===== src/rtl/fifo_pkg.sv =====
// fifo_pkg: shared FIFO definitions.
//   DEF_DWIDTH / DEF_AWIDTH : default data and address widths
//   usedw_next()            : fill-count update from accepted write/read
// Kept separate so a later dual-clock FIFO can reuse the same count rule.
package fifo_pkg;

  localparam int unsigned DEF_DWIDTH = 8;
  localparam int unsigned DEF_AWIDTH = 4;

  // Count moves only when exactly one side is accepted; simultaneous
  // accepted write and read leave the occupancy unchanged.
  function automatic int unsigned usedw_next(input int unsigned usedw,
                                             input logic wr_acc,
                                             input logic rd_acc);
    if (wr_acc && !rd_acc) return usedw + 1;
    if (rd_acc && !wr_acc) return usedw - 1;
    return usedw;
  endfunction

endpackage


===== src/rtl/fifo_mem.sv =====
// fifo_mem: DWIDTH x 2**AWIDTH storage, synchronous write, asynchronous read.
// Ports:
//   clk_i    in   clock (write on posedge)
//   we_i     in   write enable
//   waddr_i  in   write address
//   wdata_i  in   write data
//   raddr_i  in   read address
//   rdata_o  out  read data, combinational from raddr_i
// Contents are never cleared; the FIFO top tracks which words are valid.
module fifo_mem
  import fifo_pkg::*;
#(
  parameter int unsigned DWIDTH = DEF_DWIDTH,
  parameter int unsigned AWIDTH = DEF_AWIDTH
) (
  input  logic              clk_i,
  input  logic              we_i,
  input  logic [AWIDTH-1:0] waddr_i,
  input  logic [DWIDTH-1:0] wdata_i,
  input  logic [AWIDTH-1:0] raddr_i,
  output logic [DWIDTH-1:0] rdata_o
);

  logic [DWIDTH-1:0] mem_q [2**AWIDTH];

  always_ff @(posedge clk_i) begin
    if (we_i) mem_q[waddr_i] <= wdata_i;
  end

  assign rdata_o = mem_q[raddr_i];

endmodule


===== src/rtl/sc_fifo.sv =====
// sc_fifo: single-clock FIFO with full/empty, almost flags and fill count.
// Parameters: DWIDTH, AWIDTH (depth 2**AWIDTH), SHOWAHEAD (1 = head word
//   visible on q_o while not empty, 0 = registered read one cycle after
//   rdreq_i), ALMOST_FULL, ALMOST_EMPTY thresholds.
// Ports:
//   clk_i, srst_i          clock, synchronous active-high reset
//   data_i, wrreq_i        write data / request (dropped when full)
//   rdreq_i                read request (ignored when empty)
//   q_o                    read data
//   empty_o, full_o        occupancy flags
//   almost_empty_o         usedw_o <  ALMOST_EMPTY
//   almost_full_o          usedw_o >= ALMOST_FULL
//   usedw_o                words stored, 0..2**AWIDTH
// Optional: define SC_FIFO_ERR_FLAGS_EN to add sticky ovf_o / udf_o,
//   set by a write while full / read while empty, cleared only by srst_i.
module sc_fifo
  import fifo_pkg::*;
#(
  parameter int unsigned DWIDTH       = DEF_DWIDTH,
  parameter int unsigned AWIDTH       = DEF_AWIDTH,
  parameter bit          SHOWAHEAD    = 1'b0,
  parameter int unsigned ALMOST_FULL  = 12,
  parameter int unsigned ALMOST_EMPTY = 4
) (
  input  logic              clk_i,
  input  logic              srst_i,
  input  logic [DWIDTH-1:0] data_i,
  input  logic              wrreq_i,
  input  logic              rdreq_i,
  output logic [DWIDTH-1:0] q_o,
  output logic              empty_o,
  output logic              full_o,
  output logic              almost_empty_o,
  output logic              almost_full_o,
  output logic [AWIDTH:0]   usedw_o
`ifdef SC_FIFO_ERR_FLAGS_EN
  ,
  output logic              ovf_o,
  output logic              udf_o
`endif
);

  localparam int unsigned DEPTH = 2**AWIDTH;
  localparam logic [AWIDTH:0] DEPTH_W = DEPTH[AWIDTH:0];
  localparam logic [AWIDTH:0] AF_TH   = ALMOST_FULL[AWIDTH:0];
  localparam logic [AWIDTH:0] AE_TH   = ALMOST_EMPTY[AWIDTH:0];

  if (ALMOST_FULL > DEPTH) begin : g_chk_af
    $error("sc_fifo: ALMOST_FULL exceeds FIFO depth");
  end
  if (ALMOST_EMPTY > DEPTH) begin : g_chk_ae
    $error("sc_fifo: ALMOST_EMPTY exceeds FIFO depth");
  end

  logic [AWIDTH-1:0] wrptr_q, rdptr_q;
  logic [AWIDTH:0]   usedw_q, usedw_d;
  logic              empty_q, full_q, aempty_q, afull_q;
  logic              wr_acc, rd_acc;
  logic [DWIDTH-1:0] rdata;

  // Acceptance is judged on the registered flags, so a full FIFO with
  // wr&rd drops the write and an empty FIFO with wr&rd ignores the read.
  assign wr_acc  = wrreq_i & ~full_q;
  assign rd_acc  = rdreq_i & ~empty_q;
  assign usedw_d = (AWIDTH+1)'(usedw_next(32'(usedw_q), wr_acc, rd_acc));

  fifo_mem #(
    .DWIDTH (DWIDTH),
    .AWIDTH (AWIDTH)
  ) u_mem (
    .clk_i   (clk_i),
    .we_i    (wr_acc & ~srst_i),
    .waddr_i (wrptr_q),
    .wdata_i (data_i),
    .raddr_i (rdptr_q),
    .rdata_o (rdata)
  );

  // Flags are computed from the next count so they change on the same
  // edge as usedw_o.
  always_ff @(posedge clk_i) begin
    if (srst_i) begin
      wrptr_q  <= '0;
      rdptr_q  <= '0;
      usedw_q  <= '0;
      empty_q  <= 1'b1;
      full_q   <= 1'b0;
      aempty_q <= 1'b1;
      afull_q  <= 1'b0;
    end else begin
      if (wr_acc) wrptr_q <= wrptr_q + AWIDTH'(1);
      if (rd_acc) rdptr_q <= rdptr_q + AWIDTH'(1);
      usedw_q  <= usedw_d;
      empty_q  <= (usedw_d == '0);
      full_q   <= (usedw_d == DEPTH_W);
      aempty_q <= (usedw_d < AE_TH);
      afull_q  <= (usedw_d >= AF_TH);
    end
  end

  if (SHOWAHEAD) begin : g_showahead
    assign q_o = empty_q ? '0 : rdata;
  end else begin : g_normal
    logic [DWIDTH-1:0] q_q;
    always_ff @(posedge clk_i) begin
      if (srst_i)      q_q <= '0;
      else if (rd_acc) q_q <= rdata;
    end
    assign q_o = q_q;
  end

`ifdef SC_FIFO_ERR_FLAGS_EN
  logic ovf_q, udf_q;
  always_ff @(posedge clk_i) begin
    if (srst_i) begin
      ovf_q <= 1'b0;
      udf_q <= 1'b0;
    end else begin
      if (wrreq_i & full_q)  ovf_q <= 1'b1;
      if (rdreq_i & empty_q) udf_q <= 1'b1;
    end
  end
  assign ovf_o = ovf_q;
  assign udf_o = udf_q;
`endif

  assign empty_o        = empty_q;
  assign full_o         = full_q;
  assign almost_empty_o = aempty_q;
  assign almost_full_o  = afull_q;
  assign usedw_o        = usedw_q;

endmodule


===== config.mk =====
export PLATFORM = sky130hd
export DESIGN_NAME = sc_fifo
export DESIGN_NICKNAME = d
export VERILOG_FILES = /design/src/rtl/fifo_pkg.sv /design/src/rtl/fifo_mem.sv /design/src/rtl/sc_fifo.sv
export SDC_FILE = /design/constraint.sdc
export NUM_CORES = 1
export LEC_CHECK = 0
export BUFFER_PORTS_ARGS = -buffer_cell sky130_fd_sc_hd__buf_2
export CAP_MARGIN = 20
export CORE_UTILIZATION = 30
export CTS_CLUSTER_SIZE = 30
export DETAILED_ROUTE_END_ITERATION = 10
export GPL_TIMING_DRIVEN = 0
export PLACE_DENSITY = 0.45
export SYNTH_ARGS = -nofsm -noshare
export SYNTH_HDL_FRONTEND = slang
export SYNTH_SLANG_ARGS = --single-unit

===== constraint.sdc =====
create_clock -name clk_i -period 3.4 [get_ports clk_i]
set_clock_uncertainty 0.05 [all_clocks]
set_input_delay 0.17 -clock clk_i [delete_from_list [all_inputs] [get_ports clk_i]]
set_output_delay 0.17 -clock clk_i [all_outputs]
set_load 0.01 [all_outputs]

# After elaboration in Yosys (flattened, before gate mapping)
# Memories as Yosys holds them, arrays and structs flattened. A register that Yosys moved wholly into a read port is not among the register bits.
# Index checks and enable logic that the tools add are counted.
[totals]
register_bits = 17
ram_bits = 128
inputBits = 12
output_inout_bits = 17
elab_cells = 35
mem_count = 1
[classes]
addsub = 4
magnitude_cmp = 2
eq_ne = 1
mux = 9
bitwise = 6
n_reduce_logical = 5
[mem_list]
columns = ["name", "depth", "word_bits", "read_ports", "rd_ports_with_merged_regs", "wr", "line_no", "rtl"]
rows = [
  ["u_mem.mem_q", 16, 8, 1, 1, 1, "fifo_mem.sv:24", "logic [DWIDTH-1:0] mem_q [2**AWIDTH];"],
]
[op_table]
columns = ["cell", "count"]
rows = [
  ["$mux W5", 4],
  ["$add A4 B1 Y4 const B", 2],
  ["$add A5 B1 Y5 const B", 1],
  ["$eq A5 B5 Y1 const B", 1],
  ["$ge A5 B4 Y1 const B", 1],
  ["$logic_not A5 Y1", 1],
  ["$lt A5 B3 Y1 const B", 1],
  ["$mux W1", 5],
  ["$sub A5 B1 Y5 const B", 1],
  ["$and A1 B1 Y1", 3],
  ["$not A1 Y1", 3],
  ["$logic_and A1 B1 Y1", 2],
  ["$logic_not A1 Y1", 2],
]

# Depth between registers and ports, before layout
# Gate-level depths: netlist of run 1.
[depth]
word_depth = 9
mapped_depth = 7
mapped_depth_nobuf = 6

# Cells and area by module
# Synthesis of run 1 repeated with hierarchy kept, for this count alone.
[unflattened]
hier_cells = 351
hier_area_um2 = 6102.1
[modules_own_cells]
columns = ["module", "instances", "cells_per_inst", "area_each_um2", "seq_area_each_um2"]
rows = [
  ["fifo_mem", 1, 221, 4987.3, 3843.7],
  ["sc_fifo", 1, 130, 1114.8, 500.5],
]

# Least setup slack after synthesis of run 1
# OpenSTA, ideal clock, no wires.
[synth_path]
path_type = "reg2reg"
start = "register rdptr_q[0]"
end = "register g_normal.q_q[7] (netlist: q_o[7]) (read register of u_mem.mem_q)"
setup_time_ps = 128
t_arrival_ps = 1555
required_ps = 3222
setup_slack_ps = 1667
path_stages_with_launch = 8
path_buffers = 2
synth_period_minus_slack_ps = 1733
path_cell_list = "dfxtp_1 > buf_6 > buf_6 > mux4_1 > a22oi_1 > a21oi_1 > a21oi_1 > nor2_1"
[synth_rtl]
columns = ["item", "line_no", "rtl"]
rows = [
  ["start, declared", "sc_fifo.sv:55", "logic [AWIDTH-1:0] wrptr_q, rdptr_q;"],
  ["start signal, assigned", "sc_fifo.sv:92", "if (rd_acc) rdptr_q <= rdptr_q + AWIDTH'(1);"],
  ["end, declared", "sc_fifo.sv:104", "logic [DWIDTH-1:0] q_q;"],
]

==> impl_results.md, run 1 <==
* Outcome: finished clean
* Synth Flop Type: edfxtp_1
* Setup-failing EPs final at 0
* GPL Wtd Cong at between 0.7 and 0.8
* All-Layer GR Usage at 14.0%
* Mapped cell area at 0.00609 mm²
* Largest net degree at the start of global routing at 17
* Synth Area in Simple Gates at 5.32%
* Util after Layout at between 30% and 40%
* Port bufs at 28
* Worst Path Required at around 3.6 ns
* CP startpoint kind: flop
* Non-filler cells, final at roughly 670
* Clock sink count at 153
* Post-CTS sizing at 0
* Hpwl dp at 8.67 mm
* # IOs at 29
* Post-Synth Adder-Cell Area at under 10%
* Post-synth EDFFs at 128
* # DRC at 0
* Ys Warns at 0
* Area of the die at about 0.021 mm²
* Die Ht at about 140 µm
* Net count, final at between 400 and 500
* Via/cell ratio at around 4.7
* Post-route ant nets at 0
* Die Width at between 100 and 150 µm
* Hold Vio Cnt, Final at 0
* Crit end category: flop
* Grt ovf at 0
* Drt pass-1 iters at 4
* Fmax at between 0.4 and 0.5 GHz
* Hold Path Depth at 3
* Final Max Tran Viols at 0
* Syn nets at 365
* FP Rows at around 50
* Mux cell area share after synthesis at between 10% and 20%
* CTS tree: done
* Starting Density at about 31%
* Initial antenna violation count at 0
* H-tree depth at 4
* Tightest Pin Transition at around 0.88 ns
* Cell total after placement at about 640
* Design Area, Final at about 0.0072 mm²
* Synthesized instance count at around 350
* Clock Root Buffer: clkbuf_16
* Worst R2R Path Depth at 7
* Ant diodes at 0
* Fillers at roughly 1900
* Final Critical Period at between 2 and 2.5 ns
* Period Utilization, post-route at between 60% and 70%
* Setup TNS at 0 ns
* Dpl cell area at roughly 0.0066 mm²
* Xor and xnor fraction of the mapped netlist area at between 1 and 1.5%
* Clock Latency Late Sink at a little over 0.4 ns
* Combinational family with the most area after synthesis: multiplexers
* Lkg Pwr at between 2 and 2.5 nW
* Min-Delay Path Class: input port to flop
* Slew headroom at slightly above 40%
* CP Max Fanout at 10
* Hold buffer count at CTS at 0
* Final wirelength at about 13 mm
* Synth cell types at 39
* Ratio of cells with drive above 1 in the final layout at around a quarter
* RSZ-0062 raised after global routing: no
* Clock buffer depth at 2
* Sequential-to-total area share from yosys stat at between 70 and 80%
* Sequential cell area at 0.00434 mm²
* Syn_area_per_cell at between 15 and 20 µm²
* Number of global-route vias before repair at 3135
* Worst VDD drop at around 300 µV
* Synth Area in Compound Gates at between 4 and 5%
* Via Count at between 3000 and 4000
* First-pass GRT wire length at 20.0 mm
* Crit path DAT at approximately 2.5 ns
* Area growth from synthesis to layout at 17.4%
* Max-cap violations at 0
* Ys async rst share at 0%
* Initial DRC count at ~200
* Pwr dens at ~620 mW/mm²
* # Post-CTS Setup Buffers at 0
* TritonCTS buffer count at 17
* CP Class: flop to flop
* FF-to-FF setup slack at ~1.2 ns
* Post-DR wirelength/cell at between 15 and 20 µm
* Total core area at ~0.020 mm²
* FF+latch count, synth at around 150
* Area of the multi-input gates at approximately 0.0016 mm²
* CTS clk-pin slew, worst paths at roughly 0.07 ns
[where the power goes]
part	internal [mW]	switching [mW]	total, mW
registers	2.08	0.0316	2.11
logic	0.206	0.252	0.458
clock network	1.10	0.781	1.88
[final timing paths]
check / to / startpoint
worst min register to register: q_o[6]$_SDFFE_PP0P_ / q_o[6]$_SDFFE_PP0P_
worst min-delay path: almost_empty_o$_SDFF_PP1_ / srst_i
worst max register to register: q_o[2]$_SDFFE_PP0P_ / rdptr_q[0]$_SDFFE_PP0P_
worst max-delay path: q_o[2]$_SDFFE_PP0P_ / rdptr_q[0]$_SDFFE_PP0P_
[cell usage after synthesis, types with 4 or more instances]
library cell	n	area share [%]
ha_1	7	1.4
nand3_1	5	0.41
mux4_1	14	6.0
edfxtp_1	128	63
xor2_1	6	0.86
dfxtp_1	25	8.2
inv_1	5	0.31
buf_6	6	1.1
xnor2_1	4	0.58
buf_2	5	0.41
a21oi_1	22	1.8
nand2_1	12	0.74
nor2b_1	4	0.41
a22oi_1	16	2.0
nor2_1	39	2.4
mux4_2	18	6.7
[cells in the final DEF (no fill, tap or decap), types with 4 or more instances in the layout]
cell and count:
mux4_2 18, xor2_1 6, inv_1 5, dfxtp_1 25, buf_6 6, a21oi_1 22, nand2_1 12, ha_1 7
nor2b_1 4, inv_6 5, nor2_1 39, nand3_1 5, a22oi_1 16, xnor2_1 4, mux4_1 14, buf_2 33
clkbuf_16 17, edfxtp_1 128
[metrics by stage]
step / setup slack, ns / total power [mW] / hold slack, ns
floorplan: 1.67 / 2.46 / 0.219
global placement: 1.18 / 2.61 / 0.420
detailed placement: 1.15 / 2.62 / 0.439
CTS: 1.13 / 4.50 / 0.0509
global route: 1.07 / 4.62 / 0.0655
finish: 1.16 / 4.45 / 0.0684
[cells by family (layout without fill, tap and decap cells)]
group,Yosys count,count (layout)
DFF,153,153
buffers and inverters,24,84
muxes,33,33
adders and majority gates,7,7
AOI/OAI and AO/OA,47,47
xor gates and xnor gates,10,10
and+or+nand+nor,72,72
[routing by layer]
layer / track usage (%) / wire [µm]
met5: 0 / 0
met4: 4.16 / 78
met3: 3.68 / 584
met2: 21.6 / 6220
met1: 19.4 / 6480
[registers in the layout (all words and copies together), names as in the netlist]
signal          count
almost_empty_o      1
almost_full_o       1
empty_o             1
full_o              1
q_o                 8
rdptr_q             4
u_mem.mem_q       128
usedw_o             5
wrptr_q             4
[final cells by class]
cell class / count / area share (%)
well taps: 265 / 4.64
flip-flops and latches: 153 / 60.8
plain buffers: 19 / 2.06
clock buffers: 17 / 5.95
repair buffers: 28 / 1.96
inverters: 5 / 0.262
clock inverters: 15 / 2.27
multi-input cells: 169 / 22.1
[critical path, stage by stage (launching register included)]
cell     delay [ns]
dfxtp_1        0.35
buf_6          0.17
buf_6          0.20
mux4_1         0.66
a22oi_1        0.35
a21oi_1        0.13
a21oi_1        0.13
nor2_1         0.05
Power figures use the tool's default switching activity.
==> inputs of run 2 (changes only) <==
- ABC_AREA: default -> 1
- PLACE_DENSITY: 0.45 -> 0.46
- clock period: 3.4 -> 1.8 ns (I/O delays scaled with it)
==> impl_results.md, run 2 <==
* Dominant cell type by area after synthesis: edfxtp_1 (unchanged)
* Most common cell after layout, fill and taps aside: nand2_1 (was edfxtp_1)
* Ys Warns at 0 (unchanged)
* Post-synth EDFFs at 128 (unchanged)
* Die Width at 148 µm (was 144 µm)
* # IOs at 29 (unchanged)
* Yosys top cell area share at 59.7% (was 63.1%)
* Ratio of cells with drive above 1 in the final layout at 15.9% (was 23.4%)
* Lkg Pwr at 2.89 nW (was 2.39 nW)
* Tightest Pin Transition at 0.645 ns (was 0.877 ns)
* # DRC at 0 (unchanged)
* Net count, final at 684 (was 412)
* Area of the die at 0.0220 mm² (was 0.0209 mm²)
* Post-route ant nets at 0 (unchanged)
* Hpwl dp at 11.3 mm (was 8.67 mm)
* Syn nets at 638 (was 365)
* Flip-flop count of the largest register after layout at 128 (unchanged)
* Period Utilization, post-route at 97.9% (was 65.7%)
* Combinational family with the most area after synthesis: simple AND/OR/NAND/NOR gates (was multiplexers)
* Hold Vio Cnt, Final at 0 (unchanged)
* Synth Area in Simple Gates at 24.3% (was 5.32%)
* Cell total after placement at 921 (was 639)
* CTS tree: done (unchanged)
* Util after Layout at 36.1% (was 36.4%)
* Drt pass-1 iters at 5 (was 4)
* Setup WS pre-CTS at -0.243 ns (was 1.15 ns)
* First-pass GRT wire length at 26.0 mm (was 20.0 mm)
* Synth Area in Compound Gates at 2.18% (was 4.89%)
* Non-filler cells, final at 954 (was 671)
* Port bufs at 27 (was 28)
* All-Layer GR Usage at 16.4% (was 14.0%)
* Outcome: finished clean (unchanged)
* Grt ovf at 0 (unchanged)
* Total core area at 0.0210 mm² (was 0.0197 mm²)
* Initial antenna violation count at 0 (unchanged)
* Clock Latency Late Sink at 0.42 ns (was 0.41 ns)
* CP startpoint kind: flop (unchanged)
* Number of global-route vias before repair at 4371 (was 3135)
* Synthesized instance count at 619 (was 346)
* FF+latch count, synth at 153 (unchanged)
* Clock sink count at 153 (unchanged)
* Top cells by count, synth: nand2_1 (198), edfxtp_1 (128), nand3_1 (117) (was edfxtp_1 (128), nor2_1 (39), dfxtp_1 (25))
* Most common cell in the netlist: nand2_1 (was edfxtp_1)
* FP Rows at 53 (was 51)
* Largest Register: u_mem.mem_q (unchanged)
* RSZ-0062 raised after global routing: yes (was no)
* # Post-CTS Setup Buffers at 0 (unchanged)
* Clock buffer depth at 2 (unchanged)
* Hold_ws at 0.0380 ns (was 0.0684 ns)
* Worst R2R Path Depth at 4 (was 7)
* Xor and xnor fraction of the mapped netlist area at 0.136% (was 1.44%)
* CP Class: flop to flop (unchanged)
* Die Ht at 148 µm (was 144 µm)
* Syn_area_per_cell at 10.4 µm² (was 17.6 µm²)
* Hold Path Depth at 3 (unchanged)
* Final Critical Period at 1.76 ns (was 2.24 ns)
* Synth Flop Type: edfxtp_1 (unchanged)
* Via/cell ratio at 4.75 (was 4.69)
* Worst VDD drop at 698 µV (was 305 µV)
* Synth cell types at 26 (was 39)
* H-tree depth at 4 (unchanged)
* Area growth from synthesis to layout at 18.0% (was 17.4%)
* Pwr dens at 1150 mW/mm² (was 622 mW/mm²)
* Crit path DAT at 1.77 ns (was 2.46 ns)
* Logic pwr share at 14.1% (was 10.3%)
* Sequential-to-total area share from yosys stat at 67.5% (was 71.3%)
* Starting Density at 30.6% (was 31.0%)
* Min-Delay Path Class: input port to flop (unchanged)
* Initial DRC count at 387 (was 203)
* Internal at 6.42 mW (was 3.38 mW)
* GPL Wtd Cong at 0.842 (was 0.773)
* Seq pwr share at 46.1% (was 47.5%)
* Final Max Tran Viols at 0 (unchanged)
* Worst Path Required at 1.81 ns (was 3.63 ns)
* TritonCTS buffer count at 17 (unchanged)
* Slack of the critical path at 0.0382 ns (was 1.16 ns)
* Synth top area cells: edfxtp_1 (60%), nand2_1 (12%), nand3_1 (9.1%) (was edfxtp_1 (63%), dfxtp_1 (8.2%), mux4_2 (6.7%))
* Crit end category: flop (unchanged)
* Largest net degree at the start of global routing at 17 (unchanged)
* Most frequent cells in the layout: nand2_1 (198), edfxtp_1 (128), nand3_1 (116), buf_2 (37), nor2_1 (27) (was edfxtp_1 (128), nor2_1 (39), buf_2 (33), dfxtp_1 (25), a21oi_1 (22))
* Post-DR wirelength/cell at 17.8 µm (was 19.9 µm)
* Post-Synth Adder-Cell Area at 1.36% (was 1.44%)
* Fmax at 0.568 GHz (was 0.447 GHz)
* Tot Pwr at 8.70 mW (was 4.45 mW)
* CTS clk-pin slew, worst paths at 0.06 ns (was 0.07 ns)
* Slew headroom at 57.0% (was 41.3%)
* Ys async rst share at 0% (unchanged)
* Clk pwr share at 39.9% (was 42.2%)
* CP Max Fanout at 10 (unchanged)
* Mapped cell area at 0.00643 mm² (was 0.00609 mm²)
* Final wirelength at 17.0 mm (was 13.4 mm)
* Setup-failing EPs final at 0 (unchanged)
* Max-cap violations at 0 (unchanged)
* Sw Ratio at 26.2% (was 23.9%)
* Mux cell area share after synthesis at 0% (was 12.9%)
* Via Count at 4531 (was 3144)
* Clock Root Buffer: clkbuf_16 (unchanged)
* Total net switching power at 2.28 mW (was 1.06 mW)
-- run 2: per-stage QoR --
step / setup TNS (ns) / cell area [µm²]
6_report: 0 / 7590
5_1_grt: -3.50 / 7590
4_1_cts: -3.58 / 7530
3_5_place_dp: -22.64 / 6910
2_1_floorplan: 0 / 6430
3_3_place_gp: -20.87 / 6910
-- run 2: power groups by stage --
| stage | Sequential (mW) | Combinational, mW | Clock (mW) |
|---|---|---|---|
| after floorplan | 4.09 | 0.740 | 0 |
| after global placement | 4.08 | 1.19 | 0 |
| after detailed placement | 4.08 | 1.19 | 0 |
| after CTS | 4.00 | 1.21 | 3.53 |
| after global routing | 4.02 | 1.37 | 3.64 |
| final | 4.01 | 1.22 | 3.47 |
-- run 2: worst paths after layout --
kind                                               from                            to  slack (ns)
worst min register to register  wrptr_q[2]$_SDFFE_PP0N_       wrptr_q[2]$_SDFFE_PP0N_        0.47
worst max-delay path                  full_o$_SDFF_PP0_  u_mem.mem_q[12][0]$_DFFE_PP_        0.04
worst min-delay path                            rdreq_i       rdptr_q[0]$_SDFFE_PP0P_        0.04
worst max register to register        full_o$_SDFF_PP0_  u_mem.mem_q[12][0]$_DFFE_PP_        0.04
-- run 2: final cells by class --
| class | count | area [µm²] |
|---|---|---|
| tap | 275 | 344 |
| timing repair buffer | 27 | 135 |
| buffer | 32 | 196 |
| sequential | 153 | 4350 |
| fill | 2077 | 13400 |
| multi-input combinational | 405 | 1890 |
| antenna | 1 | 2.50 |
| clock buffer | 24 | 472 |
| inverter | 29 | 109 |
| clock inverter | 8 | 97.6 |
-- run 2: cells by family after synthesis --
logic type               count (synthesis)
adder cells (fa/ha/maj)                  7
buffers and inverters                   61
flip-flops                             153
AO/OA/AOI/OAI                           28
AND/OR/NAND/NOR                        369
XOR/XNOR                                 1
-- run 2: repair_timing --
item	CTS	global route
hold buffers	0	0
endpoints found under the setup margin	130	94
gates resized for setup	17	25
-- run 2: routing by layer --
metal	vias up	wire length, µm	GRT usage [%]	share of wire (%)
met5	-	0	0	0
met4	0	284	5.15	1.7
met3	27	775	3.56	4.6
met2	113	8030	25.7	47
met1	2193	7910	22.4	47
li1	2198	-	-	-
-- run 2: critical path, cell delays in order (launching register included) --
cell,delay (ns)
dfxtp_1,0.34
nor2_4,0.13
buf_4,0.17
nand2_1,0.23
nor2_2,0.47
==> inputs of run 3 (changes only) <==
- CELL_PAD_IN_SITES_DETAIL_PLACEMENT: default -> 1
- CELL_PAD_IN_SITES_GLOBAL_PLACEMENT: default -> 2
- CORE_MARGIN: default -> 2
- GPL_ROUTABILITY_DRIVEN: default -> 0
- PLACE_DENSITY: 0.46 -> 0.64
==> impl_results.md, run 3 (synthesis results as in run 2) <==
* TritonCTS buffer count at 17 (unchanged)
* Min-Delay Path Class: input port to flop (unchanged)
* Largest Register: u_mem.mem_q (unchanged)
* Worst VDD drop at 705 µV (was 698 µV)
* RSZ-0062 raised after global routing: yes (unchanged)
* All-Layer GR Usage at 16.9% (was 16.4%)
* Clock Latency Late Sink at 0.42 ns (about the same)
* First-pass GRT wire length at 27.4 mm (was 26.0 mm)
* Via Count at 4486 (was 4531)
* Hpwl dp at 12.9 mm (was 11.3 mm)
* Pwr dens at 1170 mW/mm² (was 1150 mW/mm²)
* Lkg Pwr at 2.90 nW (was 2.89 nW)
* Most frequent cells in the layout: nand2_1 (198), edfxtp_1 (128), nand3_1 (117), buf_2 (33), nor2_1 (27) (was nand2_1 (198), edfxtp_1 (128), nand3_1 (116), buf_2 (37), nor2_1 (27))
* Hold Vio Cnt, Final at 0 (unchanged)
* FP Rows at 53 (unchanged)
* Failing checks: setup timing
* Ratio of cells with drive above 1 in the final layout at 16.5% (was 15.9%)
* CTS clk-pin slew, worst paths at 0.06 ns (about the same)
* # DRC at 0 (unchanged)
* Slew headroom at 58.8% (was 57.0%)
* Post-DR wirelength/cell at 18.9 µm (was 17.8 µm)
* Grt ovf at 0 (unchanged)
* Final Critical Period at 1.83 ns (was 1.76 ns)
* Die Ht at 150 µm (was 148 µm)
* Largest net degree at the start of global routing at 17 (unchanged)
* Outcome: finished, violations left (was finished clean)
* Port bufs at 27 (unchanged)
* Final Max Tran Viols at 0 (unchanged)
* Flip-flop count of the largest register after layout at 128 (unchanged)
* Fmax at 0.547 GHz (was 0.568 GHz)
* CP Class: flop to flop (unchanged)
* Most common cell after layout, fill and taps aside: nand2_1 (unchanged)
* Slack of the critical path at -0.0291 ns (was 0.0382 ns)
* # Post-CTS Setup Buffers at 0 (unchanged)
* CP startpoint kind: flop (unchanged)
* Die Width at 150 µm (was 148 µm)
* Initial DRC count at 203 (was 387)
* CTS tree: done (unchanged)
* Area of the die at 0.0226 mm² (was 0.0220 mm²)
* Drt pass-1 iters at 5 (unchanged)
* CP Max Fanout at 10 (unchanged)
* Util after Layout at 36.2% (was 36.1%)
* Area growth from synthesis to layout at 18.3% (was 18.0%)
* Dpl cell area at 0.00691 mm² (unchanged)
* Crit end category: flop (unchanged)
* Total core area at 0.0210 mm² (unchanged)
* Clock Root Buffer: clkbuf_16 (unchanged)
* Max-cap violations at 0 (unchanged)
* Ant diodes at 0 (was 1)
* Clock sink count at 153 (unchanged)
* Post-route ant nets at 0 (unchanged)
* Cell total after placement at 921 (unchanged)
* Design Area, Final at 0.00761 mm² (was 0.00759 mm²)
* # IOs at 29 (unchanged)
* Net count, final at 684 (unchanged)
* Final wirelength at 18.0 mm (was 17.0 mm)
* Non-filler cells, final at 952 (was 954)
* Tightest Pin Transition at 0.619 ns (was 0.645 ns)
* Hold buffer count at CTS at 0 (unchanged)
* Period Utilization, post-route at 102% (was 97.9%)
* Setup WS pre-CTS at -0.234 ns (was -0.243 ns)
* Via/cell ratio at 4.71 (was 4.75)
* Post-CTS sizing at 18 (was 17)
* Crit path DAT at 1.84 ns (was 1.77 ns)
* Setup-failing EPs final at 16 (was 0)
* Initial antenna violation count at 0 (unchanged)
* Clock buffer depth at 2 (unchanged)
* Starting Density at 30.6% (unchanged)
* Tot Pwr at 8.93 mW (was 8.70 mW)
* Number of global-route vias before repair at 4616 (was 4371)
* Worst Path Required at 1.81 ns (about the same)
* H-tree depth at 4 (unchanged)
run 3: cell count changes in the layout (fill, tap and decap cells not counted), sizes merged:
cell,before,now
diode,1,0
bufinv,2,3
buf,50,44
inv,28,33
clkinvlp,2,1
run 3: layout make-up:
class | instances | area (µm²)
plain buffers | 32 | 201
clock buffers | 18 | 429
clock inverters | 13 | 169
fillers | 2292 | 13400
inverters | 29 | 109
multi-input cells | 405 | 1880
flip-flops and latches | 153 | 4350
well taps | 275 | 344
repair buffers | 27 | 135
run 3: stage by stage:
stage,setup TNS [ns],hold WS (ns)
after floorplan,0,0.139
after global placement,-19.96,0.433
after detailed placement,-22.51,0.442
after CTS,-5.83,0.000984
after global routing,-8.12,0.00827
final,-0.277,0.00952
run 3: path summary, 6_finish.rpt:
path	to	slack (ns)	cells after the start	start
max reg2reg	u_mem.mem_q[1][2]$_DFFE_PP_	-0.03	4	full_o$_SDFF_PP0_
max	u_mem.mem_q[1][2]$_DFFE_PP_	-0.03	4	full_o$_SDFF_PP0_
min	usedw_o[2]$_SDFF_PP0_	0.01	2	srst_i
min reg2reg	wrptr_q[2]$_SDFFE_PP0N_	0.50	2	wrptr_q[2]$_SDFFE_PP0N_
run 3: metal layers:
| metal | vias to the layer above | share of wire, % | GRT usage (%) |
|---|---|---|---|
| li1 | 2196 | - | - |
| met2 | 54 | 50 | 28.5 |
| met5 | - | 0 | 0 |
| met4 | 0 | 1.5 | 5.38 |
| met1 | 2216 | 46 | 21.9 |
| met3 | 20 | 2.7 | 3.06 |
run 3: where the power goes:
| group | internal (mW) | switching [mW] | leakage (nW) |
|---|---|---|---|
| clock | 2.19 | 1.47 | 0.289 |
| combinational | 0.396 | 0.869 | 1.26 |
| sequential | 3.93 | 0.0776 | 1.36 |
run 3: worst max-delay path, cell delays in order (launching register included):
cell and delay [ns]:
dfxtp_1 0.34, nor2_4 0.13, buf_4 0.18, nand2_1 0.27
nor2_2 0.49
